===== config.mk =====
export PLATFORM = sky130hd
export DESIGN_NAME = adc_scan_sequencer
export DESIGN_NICKNAME = d
export VERILOG_FILES = /design/src/rtl/adc_scan_sequencer.sv
export SDC_FILE = /design/constraint.sdc
export NUM_CORES = 1
export LEC_CHECK = 0
export CAP_MARGIN = 5
export CORE_MARGIN = 8
export CORE_UTILIZATION = 30
export DETAILED_ROUTE_END_ITERATION = 10
export PLACE_DENSITY_LB_ADDON = 0.08
export RECOVER_POWER = 50
export SLEW_MARGIN = 10
export SYNTH_ARGS = -nofsm -noshare
export SYNTH_HDL_FRONTEND = slang
export SYNTH_SLANG_ARGS = --single-unit

===== constraint.sdc =====
create_clock -name clk -period 1.85 [get_ports clk]
set_input_delay 0.185 -clock clk [delete_from_list [all_inputs] [get_ports clk]]
set_output_delay 0.185 -clock clk [all_outputs]
set_load 0.01 [all_outputs]

===== src/rtl/adc_scan_sequencer.sv =====
// Masked round-robin frame scanner driving one shared single-slope ADC handler.
// Each enabled channel is cleared, converted (with timeout) and reported as a tagged sample.
module adc_scan_sequencer #(
    parameter int NCH        = 4,
    parameter int DW         = 8,
    parameter int TIMEOUT    = 300,
    parameter int CLR_CYCLES = 2
) (
    input  logic                     clk,
    input  logic                     reset,
    input  logic                     start,
    input  logic [NCH-1:0]           chan_mask,
    input  logic                     adc_done,
    input  logic [DW-1:0]            adc_data,
    output logic                     adc_enable,
    output logic                     adc_clear,
    output logic [$clog2(NCH)-1:0]   ch_sel,
    output logic [DW-1:0]            sample_data,
    output logic [$clog2(NCH)-1:0]   sample_ch,
    output logic                     sample_valid,
    output logic                     busy,
    output logic                     frame_done,
    output logic                     timeout_err
);

    localparam int CW = $clog2(NCH);
    localparam int TW = $clog2(TIMEOUT + 1);
    localparam int KW = (CLR_CYCLES > 1) ? $clog2(CLR_CYCLES) : 1;

    typedef enum logic [1:0] {S_IDLE, S_CLEAR, S_CONVERT, S_DONE} state_t;

    state_t          state_q, state_d;
    logic [NCH-1:0]  mask_q, mask_d;
    logic [TW-1:0]   timer_q, timer_d;
    logic [KW-1:0]   clr_cnt_q, clr_cnt_d;
    logic            adc_enable_q, adc_enable_d;
    logic            adc_clear_q, adc_clear_d;
    logic [CW-1:0]   ch_sel_q, ch_sel_d;
    logic [DW-1:0]   sample_data_q, sample_data_d;
    logic [CW-1:0]   sample_ch_q, sample_ch_d;
    logic            sample_valid_q, sample_valid_d;
    logic            busy_q, busy_d;
    logic            frame_done_q, frame_done_d;
    logic            timeout_err_q, timeout_err_d;

    // Returns {found, index} of the lowest set bit of m at or above position lo.
    function automatic logic [CW:0] find_from(input logic [NCH-1:0] m, input int lo);
        logic [CW:0] hit;
        hit = '0;
        for (int i = NCH - 1; i >= 0; i--) begin
            if (i >= lo && m[i]) begin
                hit = {1'b1, CW'(i)};
            end
        end
        return hit;
    endfunction

    logic [CW:0] first_hit;
    logic [CW:0] next_hit;
    logic        clr_last;
    logic        cap_done;
    logic        cap_to;
    logic        capture;

    always_comb begin
        first_hit = find_from(chan_mask, 0);
        next_hit  = find_from(mask_q, int'(ch_sel_q) + 1);
        clr_last  = (clr_cnt_q == KW'(CLR_CYCLES - 1));
        cap_done  = (state_q == S_CONVERT) && adc_done;
        // A done arriving on the timeout edge takes priority, so no error in that case.
        cap_to    = (state_q == S_CONVERT) && !adc_done && (timer_q == TW'(TIMEOUT - 1));
        capture   = cap_done || cap_to;
    end

    always_ff @(posedge clk) begin
        if (!reset) begin
            state_q <= S_IDLE;
        end else begin
            state_q <= state_d;
        end
    end

    always_comb begin
        state_d = state_q;
        case (state_q)
            S_IDLE: begin
                if (start) begin
                    state_d = (chan_mask == '0) ? S_DONE : S_CLEAR;
                end
            end
            S_CLEAR: begin
                if (clr_last) begin
                    state_d = S_CONVERT;
                end
            end
            S_CONVERT: begin
                if (capture) begin
                    state_d = next_hit[CW] ? S_CLEAR : S_DONE;
                end
            end
            S_DONE:  state_d = S_IDLE;
            default: state_d = S_IDLE;
        endcase
    end

    always_comb begin
        mask_d         = mask_q;
        timer_d        = timer_q;
        clr_cnt_d      = clr_cnt_q;
        adc_enable_d   = adc_enable_q;
        adc_clear_d    = adc_clear_q;
        ch_sel_d       = ch_sel_q;
        sample_data_d  = sample_data_q;
        sample_ch_d    = sample_ch_q;
        sample_valid_d = 1'b0;
        busy_d         = busy_q;
        frame_done_d   = 1'b0;
        timeout_err_d  = timeout_err_q;
        case (state_q)
            S_IDLE: begin
                if (start) begin
                    mask_d        = chan_mask;
                    timeout_err_d = 1'b0;
                    busy_d        = 1'b1;
                    if (first_hit[CW]) begin
                        ch_sel_d    = first_hit[CW-1:0];
                        adc_clear_d = 1'b1;
                        clr_cnt_d   = '0;
                    end else begin
                        frame_done_d = 1'b1;
                    end
                end
            end
            S_CLEAR: begin
                clr_cnt_d = clr_cnt_q + 1'b1;
                if (clr_last) begin
                    adc_clear_d  = 1'b0;
                    adc_enable_d = 1'b1;
                    timer_d      = '0;
                end
            end
            S_CONVERT: begin
                timer_d = timer_q + 1'b1;
                if (capture) begin
                    sample_valid_d = 1'b1;
                    sample_ch_d    = ch_sel_q;
                    sample_data_d  = cap_done ? adc_data : '1;
                    adc_enable_d   = 1'b0;
                    if (cap_to) begin
                        timeout_err_d = 1'b1;
                    end
                    if (next_hit[CW]) begin
                        ch_sel_d    = next_hit[CW-1:0];
                        adc_clear_d = 1'b1;
                        clr_cnt_d   = '0;
                    end else begin
                        frame_done_d = 1'b1;
                    end
                end
            end
            S_DONE: begin
                busy_d = 1'b0;
            end
            default: ;
        endcase
    end

    always_ff @(posedge clk) begin
        if (!reset) begin
            mask_q         <= '0;
            timer_q        <= '0;
            clr_cnt_q      <= '0;
            adc_enable_q   <= 1'b0;
            adc_clear_q    <= 1'b0;
            ch_sel_q       <= '0;
            sample_data_q  <= '0;
            sample_ch_q    <= '0;
            sample_valid_q <= 1'b0;
            busy_q         <= 1'b0;
            frame_done_q   <= 1'b0;
            timeout_err_q  <= 1'b0;
        end else begin
            mask_q         <= mask_d;
            timer_q        <= timer_d;
            clr_cnt_q      <= clr_cnt_d;
            adc_enable_q   <= adc_enable_d;
            adc_clear_q    <= adc_clear_d;
            ch_sel_q       <= ch_sel_d;
            sample_data_q  <= sample_data_d;
            sample_ch_q    <= sample_ch_d;
            sample_valid_q <= sample_valid_d;
            busy_q         <= busy_d;
            frame_done_q   <= frame_done_d;
            timeout_err_q  <= timeout_err_d;
        end
    end

    assign adc_enable   = adc_enable_q;
    assign adc_clear    = adc_clear_q;
    assign ch_sel       = ch_sel_q;
    assign sample_data  = sample_data_q;
    assign sample_ch    = sample_ch_q;
    assign sample_valid = sample_valid_q;
    assign busy         = busy_q;
    assign frame_done   = frame_done_q;
    assign timeout_err  = timeout_err_q;

endmodule


==> flow_summary.json <==
{
  "status": "complete, no violations",
  "path_cells": "ha_1 > and3_4 > a41oi_4 > nor2_4 > o31ai_2 > a211oi_1",
  "powerDensity_nw_per_um2": 768,
  "critPathMaxFanout": 8,
  "layout_commonest_cell": "dfxtp_1",
  "drc_errors": 0,
  "maxSlewViolCount": 0,
  "clkSlewWorstSetupHoldPaths_ns": 0.07,
  "final_net_count": 233,
  "final_util_pct": 41.4,
  "min_to": "timer_q[0]",
  "io_buffers": 33,
  "crit_type": "reg2reg",
  "antenna_left": 0,
  "setup_viol": 0,
  "postRouteWirelength_microns": 4190,
  "via_count": 1448,
  "worst_slew_pin_slew_ns": 0.589,
  "place_inst": 279,
  "relSlewSlack_pct": 60.7,
  "period_minus_slack_ns": 1.69,
  "io_pins": 34,
  "rsz0062_at_grt": "no",
  "ys_types": 44,
  "cp.required_ns": 2.00,
  "grt_pass1_wl_microns": 6800,
  "post_drt_wl_per_cell_microns": 14.6,
  "peakVddDrop_mv": 0.280,
  "grt_pass1_vias": 1436,
  "r2r_slack_ns": 0.16,
  "finalSetupTns_ns": 0,
  "grtUsageTotal_pct": 11.3,
  "reg2reg_depth": 6,
  "syn_nets": 192,
  "numCtsBuffers": 5,
  "core_sq_um": 5070,
  "setup.worst_path.end_class": "flip-flop",
  "holdWs_ns": 0.467,
  "cts_sinks": 33,
  "ys_async_sr_fraction_pct": 0,
  "clock_skew_ns": 0.00546,
  "gp_congestion": 0.806,
  "post-route-period-util_pct": 91.2,
  "syn_inst": 175,
  "hold_path.class": "reg2reg",
  "die_w_microns": 88.1,
  "h-tree-depth": 2,
  "rows": 26,
  "hpwl_microns": 3090,
  "grt_max_degree": 19,
  "finalHoldViolCount": 0,
  "yosysSeqAreaShare_pct": 42.3,
  "initial_utilization_pct": 30.7,
  "area_growth_pct": 34.6,
  "yosys_warnings": 0,
  "gr-total-overflow": 0,
  "r2r_start": "timer_q[0]",
  "drt_iter0_markers": 67,
  "fillers": 539,
  "fmax_mhz": 593,
  "die_area_sq_um": 7760,
  "cap_violations": 0,
  "mostFrequentLayoutCells": "dfxtp_1 (32), nor2_1 (20), nand2_1 (17), dlygate4sd3_1 (17), clkdlybuf4s50_1 (16)",
  "ys.flop_type": "dfxtp_1",
  "worstReg2RegEnd": "clr_cnt_q",
  "hold_depth": 1,
  "critPathMaxStageDelay_ns": 0.34,
  "cts_root_buffer": "clkbuf_8",
  "dieHeight_microns": 88.1,
  "worst_path_max_delay_cell": "dfxtp_2",
  "syn-cell-area_sq_um": 1560,
  "dr.pass1.iters": 4,
  "fin_cells": 287,
  "ys_ff_latch": 33,
  "cts_tree": "done",
  "start_kind": "flip-flop",
  "drive_gt1_share_pct": 17.1,
  "p_leak_nw": 0.814,
  "syn_area_per_cell_sq_um": 8.92,
  "vias_per_cell": 5.05,
  "p_total_mw": 1.61,
  "synth-edff-count": 0,
  "min-delay-start": "timer_q[0]",
  "antennaDiodeCount": 0,
  "grt_antenna_before_repair": 0,
  "cts_buffer_depth": 2,
  "clk_latency_ns": 0.28,
  "cp.arrival_ns": 1.83
}
## cells by family after synthesis
logic type,synth area share (%)
AO/OA/AOI/OAI,24.1
XOR/XNOR,2.81
adder cells (fa/ha/maj),0.802
buffers and inverters,4.89
AND/OR/NAND/NOR,21.8
multiplexers,3.29
flip-flops,42.3
## metal layers
layer / track usage [%] / vias to the layer above / part of all wire [%]
met2: 19.2 / 31 / 47
met5: 0 / - / 0
li1: - / 719 / -
met4: 3.69 / 0 / 1.2
met3: 3.19 / 5 / 5.0
met1: 13.2 / 693 / 47
## worst max-delay path, delay by kind of cell, from the launching register on
kind / cells / cell delay, ns
flops: 1 / 0.34
compound gates: 3 / 0.67
fa+ha+maj: 1 / 0.21
simple gates: 2 / 0.33
## synth_stat cells, types with 2 or more instances
master / count / share of area (%)
a211oi_1: 2 / 0.96
a21oi_1: 15 / 4.8
a22oi_1: 3 / 1.4
and3_1: 3 / 1.2
and4_1: 3 / 1.7
buf_6: 2 / 1.4
clkbuf_1: 6 / 1.4
dfxtp_1: 33 / 42
inv_1: 6 / 1.4
mux2i_1: 4 / 2.6
nand2_1: 17 / 4.1
nand2b_1: 2 / 0.80
nand3_1: 2 / 0.64
nor2_1: 20 / 4.8
nor3_1: 4 / 1.3
nor4_1: 3 / 1.2
o21a_1: 2 / 0.96
o21ai_0: 12 / 3.8
o221a_2: 8 / 5.8
xnor2_1: 3 / 1.7
xor2_1: 2 / 1.1
## state kept, by name (all words and copies together), names as in the netlist
register	count
adc_enable	1
state_q	2
adc_clear	1
sample_valid	1
timer_q	9
timeout_err	1
clr_cnt_q	1
sample_data	8
frame_done	1
mask_q	3
ch_sel	2
busy	1
sample_ch	2
## per-stage QoR
stage / instance area [sq um] / worst slack [ns]
floorplan: 1560 / 0.252
global placement: 2000 / 0.0752
detailed placement: 2000 / 0.0350
CTS: 2090 / 0.0757
global route: 2100 / 0.0487
finish: 2100 / 0.163
## power by group
group | leakage [nW] | switching, mW | internal [mW] | total, mW
clock | 0.0439 | 0.276 | 0.260 | 0.536
sequential | 0.268 | 0.0387 | 0.748 | 0.786
combinational | 0.501 | 0.152 | 0.138 | 0.289
total | 0.814 | 0.467 | 1.14 | 1.61
## worst max-delay path by stage
stage / from / endpoint / slack, ns / depth (start not counted)
2_1_floorplan: timer_q[0] / clr_cnt_q / 0.25 / 6
4_1_cts: timer_q[0] / clr_cnt_q / 0.08 / 6
6_report: timer_q[0] / clr_cnt_q / 0.16 / 6
3_3_place_gp: chan_mask[3] / clr_cnt_q / 0.08 / 5
3_5_place_dp: chan_mask[3] / clr_cnt_q / 0.04 / 5
5_1_grt: timer_q[1] / adc_enable / 0.05 / 6
## area by class of cell
| class | instances | area, sq um | share of cell area, % |
|---|---|---|---|
| clock inverter | 3 | 17.5 | 0.834 |
| sequential | 33 | 662 | 31.5 |
| tap | 70 | 87.6 | 4.17 |
| timing repair buffer | 43 | 402 | 19.1 |
| clock buffer | 5 | 68.8 | 3.28 |
| inverter | 7 | 26.3 | 1.25 |
| multi-input combinational | 126 | 836 | 39.8 |
## repair_timing
action	4_1_cts	5_1_grt
setup buffers	0	0
resized for setup	0	3
setup endpoints to repair	0	2
hold endpoints to repair	0	0
hold buffers	0	0
No activity file was read; power rests on OpenSTA's default activity.
